File: config.mk
export PLATFORM = sky130hd
export DESIGN_NAME = clock_disp_scan_flat
export DESIGN_NICKNAME = d
export VERILOG_FILES = /design/src/rtl/clock_disp_scan_pkg.sv /design/src/rtl/clock_disp_scan_if.sv /design/src/rtl/clock_disp_scan_seg7.sv /design/src/rtl/clock_disp_scan.sv /design/src/flat_wrapper.sv
export SDC_FILE = /design/constraint.sdc
export NUM_CORES = 1
export LEC_CHECK = 0
export CAP_MARGIN = 20
export CORE_ASPECT_RATIO = 0.8
export CORE_MARGIN = 2
export CORE_UTILIZATION = 53
export DETAILED_ROUTE_END_ITERATION = 6
export PLACE_DENSITY = 0.9
export SLEW_MARGIN = 10
export SYNTH_ARGS = -nofsm -noshare
export SYNTH_HDL_FRONTEND = slang
export SYNTH_SLANG_ARGS = --single-unit
File: constraint.sdc
create_clock -name CP -period 3.45 [get_ports CP]
set_input_delay 0.345 -clock CP [delete_from_list [all_inputs] [get_ports CP]]
set_output_delay 0.345 -clock CP [all_outputs]
set_load 0.01 [all_outputs]
File: src/rtl/clock_disp_scan_pkg.sv
// Shared constants for the clock display scanner: segment patterns,
// digit index map and the scan phase type.
package clock_disp_pkg;

    localparam int NUM_DIGITS = 6;

    // Active-high segment patterns, bit 0 = a ... bit 6 = g
    localparam logic [6:0] SEG_0    = 7'h3F;
    localparam logic [6:0] SEG_1    = 7'h06;
    localparam logic [6:0] SEG_2    = 7'h5B;
    localparam logic [6:0] SEG_3    = 7'h4F;
    localparam logic [6:0] SEG_4    = 7'h66;
    localparam logic [6:0] SEG_5    = 7'h6D;
    localparam logic [6:0] SEG_6    = 7'h7D;
    localparam logic [6:0] SEG_7    = 7'h07;
    localparam logic [6:0] SEG_8    = 7'h7F;
    localparam logic [6:0] SEG_9    = 7'h6F;
    localparam logic [6:0] SEG_DASH = 7'h40;
    localparam logic [6:0] SEG_OFF  = 7'h00;

    // Digit index map, matching the nibble order of {Hour, Minute, Second}
    localparam logic [2:0] DIG_SU = 3'd0;
    localparam logic [2:0] DIG_ST = 3'd1;
    localparam logic [2:0] DIG_MU = 3'd2;
    localparam logic [2:0] DIG_MT = 3'd3;
    localparam logic [2:0] DIG_HU = 3'd4;
    localparam logic [2:0] DIG_HT = 3'd5;

    typedef enum logic {
        PH_HOLD = 1'b0,
        PH_SHOW = 1'b1
    } scan_phase_t;

    function automatic logic [2:0] next_digit(input logic [2:0] idx);
        return (idx == DIG_HT) ? DIG_SU : idx + 3'd1;
    endfunction

    function automatic logic [NUM_DIGITS-1:0] dig_onehot(input logic [2:0] idx);
        return 6'b000001 << idx;
    endfunction

endpackage

File: src/rtl/clock_disp_scan_if.sv
// Time bus in / display bus out for the clock display scanner.
// master: the clock core / board side; slave: the scanner.
interface clock_disp_scan_if;

    logic       En;
    logic [7:0] Hour;
    logic [7:0] Minute;
    logic [7:0] Second;
    logic [6:0] Seg;
    logic       Dp;
    logic [5:0] DigSel;

    modport master (
        output En,
        output Hour,
        output Minute,
        output Second,
        input  Seg,
        input  Dp,
        input  DigSel
    );

    modport slave (
        input  En,
        input  Hour,
        input  Minute,
        input  Second,
        output Seg,
        output Dp,
        output DigSel
    );

endinterface

File: src/rtl/clock_disp_scan_seg7.sv
// BCD nibble to active-high 7-segment pattern; non-decimal codes show a dash.
module bcd_to_seg7
    import clock_disp_pkg::*;
(
    input  logic [3:0] nibble,
    output logic [6:0] seg
);

    // pure lookup, every code covered
    always_comb begin
        seg = SEG_DASH;
        case (nibble)
            4'd0:    seg = SEG_0;
            4'd1:    seg = SEG_1;
            4'd2:    seg = SEG_2;
            4'd3:    seg = SEG_3;
            4'd4:    seg = SEG_4;
            4'd5:    seg = SEG_5;
            4'd6:    seg = SEG_6;
            4'd7:    seg = SEG_7;
            4'd8:    seg = SEG_8;
            4'd9:    seg = SEG_9;
            default: seg = SEG_DASH;
        endcase
    end

endmodule

File: src/rtl/clock_disp_scan.sv
// Six-digit multiplexed 7-segment scanner for the BCD time bus.
// Each digit slot is CLK_DIV cycles: one blank cycle after the slot tick,
// then the digit for CLK_DIV-1 cycles. A snapshot of {Hour, Minute, Second}
// is taken whenever the scan wraps to digit 0, so a frame is self-consistent.
// Optional build macro: SEG_LZB_EN blanks the hour-tens digit when it is zero.
//
// phase   | meaning
// --------+-----------------------------------------------------------
// PH_HOLD | outputs hold (showing a digit, or blank after reset / En=0)
// PH_SHOW | blank cycle after a tick; next enabled edge shows the digit
module clock_disp_scan
    import clock_disp_pkg::*;
#(
    parameter int unsigned CLK_DIV        = 1000,
    parameter bit          SEG_ACTIVE_LOW = 1'b0,
    parameter bit          DIG_ACTIVE_LOW = 1'b0
) (
    input  logic              CP,
    input  logic              nCR,
    clock_disp_scan_if.slave  bus
);

    localparam int unsigned PRESC_W = $clog2(CLK_DIV);
    localparam logic [PRESC_W-1:0] PRESC_LAST = PRESC_W'(CLK_DIV - 1);

    // Output-register encodings of "everything off" for the chosen polarity
    localparam logic [6:0]            SEG_OFF_OUT = SEG_ACTIVE_LOW ? 7'h7F : 7'h00;
    localparam logic                  DP_OFF_OUT  = SEG_ACTIVE_LOW;
    localparam logic [NUM_DIGITS-1:0] DIG_OFF_OUT = DIG_ACTIVE_LOW ? 6'h3F : 6'h00;

    logic [PRESC_W-1:0]    presc_q, presc_d;
    logic [2:0]            idx_q, idx_d;
    logic [23:0]           snap_q, snap_d;
    scan_phase_t           phase_q, phase_d;
    logic [6:0]            seg_q, seg_d;
    logic                  dp_q, dp_d;
    logic [NUM_DIGITS-1:0] dig_q, dig_d;

    logic                  tick;
    logic [3:0]            nibble;
    logic [6:0]            seg_raw;
    logic                  lzb_blank;
    logic [6:0]            show_seg;
    logic                  show_dp;
    logic [2:0]            idx_next;

    assign tick     = bus.En && (presc_q == PRESC_LAST);
    assign idx_next = next_digit(idx_q);

    // select the snapshot nibble belonging to the current digit
    always_comb begin
        nibble = snap_q[3:0];
        case (idx_q)
            DIG_SU:  nibble = snap_q[3:0];
            DIG_ST:  nibble = snap_q[7:4];
            DIG_MU:  nibble = snap_q[11:8];
            DIG_MT:  nibble = snap_q[15:12];
            DIG_HU:  nibble = snap_q[19:16];
            DIG_HT:  nibble = snap_q[23:20];
            default: nibble = snap_q[3:0];
        endcase
    end

    bcd_to_seg7 u_dec (
        .nibble (nibble),
        .seg    (seg_raw)
    );

`ifdef SEG_LZB_EN
    assign lzb_blank = (idx_q == DIG_HT) && (snap_q[23:20] == 4'h0);
`else
    assign lzb_blank = 1'b0;
`endif

    // Dp acts as the colon: lit beside the minute and hour units on even seconds
    assign show_seg = lzb_blank ? SEG_OFF : seg_raw;
    assign show_dp  = ((idx_q == DIG_MU) || (idx_q == DIG_HU)) && !snap_q[0] && !lzb_blank;

    // next-state: prescaler, digit index, snapshot, phase and display outputs
    always_comb begin
        presc_d = presc_q;
        idx_d   = idx_q;
        snap_d  = snap_q;
        phase_d = phase_q;
        seg_d   = seg_q;
        dp_d    = dp_q;
        dig_d   = dig_q;

        if (!bus.En) begin
            // frozen scan; a pending show is dropped so resume waits for a tick
            phase_d = PH_HOLD;
            seg_d   = SEG_OFF_OUT;
            dp_d    = DP_OFF_OUT;
            dig_d   = DIG_OFF_OUT;
        end else if (tick) begin
            presc_d = '0;
            idx_d   = idx_next;
            if (idx_next == DIG_SU) begin
                snap_d = {bus.Hour, bus.Minute, bus.Second};
            end
            phase_d = PH_SHOW;
            seg_d   = SEG_OFF_OUT;
            dp_d    = DP_OFF_OUT;
            dig_d   = DIG_OFF_OUT;
        end else begin
            presc_d = presc_q + 1'b1;
            if (phase_q == PH_SHOW) begin
                phase_d = PH_HOLD;
                seg_d   = show_seg ^ {7{SEG_ACTIVE_LOW}};
                dp_d    = show_dp ^ SEG_ACTIVE_LOW;
                dig_d   = dig_onehot(idx_q) ^ {NUM_DIGITS{DIG_ACTIVE_LOW}};
            end
        end
    end

    // state and output registers, cleared asynchronously by nCR
    always_ff @(posedge CP or negedge nCR) begin
        if (!nCR) begin
            presc_q <= '0;
            idx_q   <= DIG_SU;
            snap_q  <= 24'h000000;
            phase_q <= PH_HOLD;
            seg_q   <= SEG_OFF_OUT;
            dp_q    <= DP_OFF_OUT;
            dig_q   <= DIG_OFF_OUT;
        end else begin
            presc_q <= presc_d;
            idx_q   <= idx_d;
            snap_q  <= snap_d;
            phase_q <= phase_d;
            seg_q   <= seg_d;
            dp_q    <= dp_d;
            dig_q   <= dig_d;
        end
    end

    assign bus.Seg    = seg_q;
    assign bus.Dp     = dp_q;
    assign bus.DigSel = dig_q;

endmodule
File: src/flat_wrapper.sv
// flat-port wrapper written by rule: the top's interface ports become plain ports
module clock_disp_scan_flat import clock_disp_pkg::*;
#(
    parameter int unsigned CLK_DIV        = 1000,
    parameter bit          SEG_ACTIVE_LOW = 1'b0,
    parameter bit          DIG_ACTIVE_LOW = 1'b0
)
  (CP, nCR, bus_En, bus_Hour, bus_Minute, bus_Second, bus_Seg, bus_Dp, bus_DigSel);
  clock_disp_scan_if bus_i ();
  input  logic CP;
  input  logic nCR;
  input wire logic [$bits(bus_i.En)-1:0] bus_En;
  input wire logic [$bits(bus_i.Hour)-1:0] bus_Hour;
  input wire logic [$bits(bus_i.Minute)-1:0] bus_Minute;
  input wire logic [$bits(bus_i.Second)-1:0] bus_Second;
  output wire logic [$bits(bus_i.Seg)-1:0] bus_Seg;
  output wire logic [$bits(bus_i.Dp)-1:0] bus_Dp;
  output wire logic [$bits(bus_i.DigSel)-1:0] bus_DigSel;
  assign bus_i.En = bus_En;
  assign bus_i.Hour = bus_Hour;
  assign bus_i.Minute = bus_Minute;
  assign bus_i.Second = bus_Second;
  assign bus_Seg = bus_i.Seg;
  assign bus_Dp = bus_i.Dp;
  assign bus_DigSel = bus_i.DigSel;
  clock_disp_scan #(.CLK_DIV(CLK_DIV), .SEG_ACTIVE_LOW(SEG_ACTIVE_LOW), .DIG_ACTIVE_LOW(DIG_ACTIVE_LOW)) u_core (.CP(CP), .nCR(nCR), .bus(bus_i));
endmodule
==> flow_metrics.py, run 1 <==
metrics = {
    "synthesis": {
        "syn_area_sq_um": 2640,
        "synth-seq-cells": 52,
        "yosys.area_share.simple_pct": 12.4,
        "synth_area_per_cell_sq_um": 11.4,
        "synthFlopType": "dfrtp_1",
        "synthCells": 232,
        "yosysSeqAreaShare_pct": 49.3,
        "async_reset_ff_share_pct": 100,
        "synth_compound_area_share_pct": 14.3,
        "synth_xor_area_share_pct": 2.98,
        "synth_top_family_by_area": "compound AO/OA/AOI/OAI gates",
        "synth_cell_types": 55,
        "synthesis.nets": 266,
        "ys.warnings.count": 0,
        "synth_edf_count": 0,
        "yosys.area_share.adder_pct": 3.32,
        "synth.area.mux_share_pct": 14.3,
    },
    "cts": {
        "clk_pin_slew_ps": 90,
        "cts_tree": "done",
        "clock_sinks": 52,
        "clock_latency_ps": 310,
        "cts_buffers": 5,
        "clockRootBuffer": "clkbuf_8",
        "cts_setup_buffers": 0,
        "cts_resized": 0,
        "clockBufferDepth": 2,
        "postCtsHoldBufs": 0,
        "htreeDepth": 2,
    },
    "timing": {
        "setup_violations": 0,
        "setup-tns-final_ps": 0,
        "final_hold_viol_count": 0,
        "fin_crit_sh_pct": 87.7,
        "clock.fmax_mhz": 330,
        "relSlewSlack_pct": 50.4,
        "fin_skew_ps": 11.0,
        "worstMarginPinSlew_ps": 744,
        "layout_min_cycle_time_ps": 3030,
        "rsz0062_at_grt": "false",
        "drv_slew": 0,
    },
    "drt": {
        "vias": 1944,
        "dr.pass1.iters": 4,
        "drt_iter0_markers": 59,
        "ant_nets": 0,
        "drc": 0,
        "wire_per_inst_um": 16.1,
        "routed_via_density": 5.94,
        "wirelength_um": 5260,
    },
    "die": {
        "die_area_sq_um": 5570,
        "io_pins": 41,
        "die-height_um": 67.1,
        "initial_core_util_pct": 56.4,
        "core_sq_um": 4680,
        "row_count": 22,
        "chipWidth_um": 82.9,
    },
    "run_status": {
        "status": "finished clean",
    },
    "critical_path": {
        "r2r_slack_ps": 420,
        "rr_startpoint": "u_core.idx_q[1]",
        "worstSetupEndpointType": "flip-flop",
        "startpoint": "u_core.idx_q[1]",
        "crit_slowest_cell": "dfrtp_1",
        "worstPathRequired_ps": 3640,
        "crit_fanout": 18,
        "critPathArrivalTime_ps": 3220,
        "cpLargestDelayFamily": "compound AO/OA/AOI/OAI gates",
        "reg2reg_depth": 8,
        "r2r-end": "u_core.bus.Seg[5]",
        "crit_top_cell": "ha_1",
        "critPathMaxStageDelay_ps": 680,
        "path_class": "flip-flop to flip-flop",
        "path_buf_inv": 1,
        "path_cells": "and2_1 -> ha_1 -> a32oi_1 -> a31oi_1 -> inv_1 -> ha_1 -> mux2_4 -> a221o_1",
        "start_kind": "flip-flop",
    },
    "layout": {
        "layout-drive-gt1-share_pct": 16.9,
        "multi_input_area_sq_um": 1250,
        "fill_cells": 351,
        "area_growth_pct": 19.4,
        "n_antenna_cell": 0,
        "final_util_pct": 67.4,
        "regArea_sq_um": 1300,
        "final_nets": 301,
    },
    "power_and_ir_drop": {
        "peakVddDrop_uv": 250,
        "power_frac_comb_pct": 9.5,
        "power.internal_uw": 861,
        "p_sw_share_pct": 24.7,
        "seqPwrFrac_pct": 59.5,
        "switchingPower_uw": 283,
        "p_leak_nw": 1.38,
        "p_clk_share_pct": 31.0,
        "p_per_area_nw_per_um2": 363,
    },
    "hold_path": {
        "hold_path_class": "input port to async pin",
    },
    "grt": {
        "grt_max_degree": 53,
        "grtUsageTotal_pct": 20.8,
        "antenna_found_initial": 0,
        "grt-ovfl-total": 0,
        "grt_first_pass_wirelength_um": 9030,
        "grt_pass1_vias": 1892,
    },
    "place": {
        "gp_congestion": 0.901,
        "place.port_buffers": 40,
        "hpwl_um": 3850,
    },
    "run": {
        "maxCapViolations": 0,
    },
}
## state kept, by name (all words and copies together) (netlist names)
signal / count
u_core.snap_q: 24
u_core.presc_q: 10
u_core.bus.Seg: 7
u_core.bus.DigSel: 6
u_core.idx_q: 3
u_core.bus.Dp: 1
u_core.phase_q: 1
## per-layer routing
layer / vias to the layer above / track usage [%] / share of wire (%)
met3: 6 / 6.11 / 5.1
met1: 958 / 28.9 / 48
met2: 61 / 31.6 / 46
li1: 919 / - / -
met4: 0 / 6.97 / 1.2
met5: - / 0 / 0
## cells in the mapped netlist (7+ instances only)
cell	count	area share, %
dfrtp_1	52	49
mux2_2	25	11
nor2_1	15	2.1
nand2_1	11	1.6
nand3_1	9	1.7
mux2i_1	8	3.0
a21oi_1	7	1.3
clkbuf_1	7	0.99
ha_1	7	3.3
inv_1	7	0.99
## worst max-delay path by stage
| stage | cells after the start | end | slack, ps |
|---|---|---|---|
| final | 8 | u_core.bus.Seg[5] | 420 |
| after global routing | 8 | u_core.bus.Seg[5] | 120 |
| after CTS | 8 | u_core.bus.Seg[5] | 450 |
| after detailed placement | 8 | u_core.bus.Seg[5] | 470 |
| after global placement | 8 | u_core.bus.Seg[5] | 630 |
| after floorplan | 11 | u_core.bus.Seg[5] | 590 |
## power groups by stage
stage	clock (mW)	sequential, mW	combinational [mW]
6_report	0.354	0.681	0.109
4_1_cts	0.366	0.679	0.111
3_5_place_dp	0	0.691	0.110
5_1_grt	0.399	0.686	0.123
3_3_place_gp	0	0.690	0.106
2_1_floorplan	0	0.682	0.0604
## metrics by stage
stage / cells / setup WS (ps) / power (mW) / hold slack [ps] / cell area (sq um)
2_1_floorplan: 232 / 590 / 0.742 / 49.4 / 2640
4_1_cts: 327 / 447 / 1.16 / 277 / 3150
6_report: 327 / 424 / 1.14 / 46.3 / 3150
5_1_grt: 327 / 120 / 1.21 / 83.3 / 3150
3_3_place_gp: 320 / 632 / 0.797 / 490 / 3060
3_5_place_dp: 320 / 474 / 0.801 / 489 / 3060
## placed cells by master (no fill, tap or decap), drive strengths merged, types with 2 or more instances in the layout
| master | instances |
|---|---|
| dfrtp | 52 |
| clkdlybuf4s50 | 39 |
| mux2 | 26 |
| nor2 | 15 |
| nand2 | 11 |
| nand3 | 10 |
| mux2i | 8 |
| inv | 7 |
| a21oi | 7 |
| ha | 7 |
| o21ai | 7 |
| a211oi | 6 |
| nand2b | 6 |
| xnor2 | 6 |
| clkbuf | 6 |
| nor3 | 4 |
| nand4 | 3 |
| a221o | 3 |
| xor2 | 3 |
| buf | 3 |
| a31oi | 3 |
| nor2b | 2 |
| a22oi | 2 |
| a211o | 2 |
| a32oi | 2 |
| a311oi | 2 |
| nor4 | 2 |
| o31ai | 2 |
| o31a | 2 |
## cells by family (layout without fill, tap and decap cells)
kind of cell | Yosys count | after routing
fa+ha+maj | 7 | 7
mux | 34 | 34
xor+xnor | 9 | 9
simple gates | 60 | 60
compound gates | 49 | 49
buf+inv | 21 | 56
flops | 52 | 52
## layout make-up
cell class,count,share of cell area (%)
flip-flops and latches,52,41.3
multi-input cells,159,39.5
repair buffers,42,13.1
clock buffers,6,2.62
well taps,60,2.38
inverters,7,0.833
clock inverters,1,0.278
No activity file was read; power rests on OpenSTA's default activity.
==> run 2: changes to the inputs <==
Settings changed: CTS_BUF_LIST from default to sky130_fd_sc_hd__clkbuf_4 sky130_fd_sc_hd__clkbuf_8 sky130_fd_sc_hd__clkbuf_16.
==> results of run 2 <==
No change in the layout: final DEF, timing and power equal those of run 1.
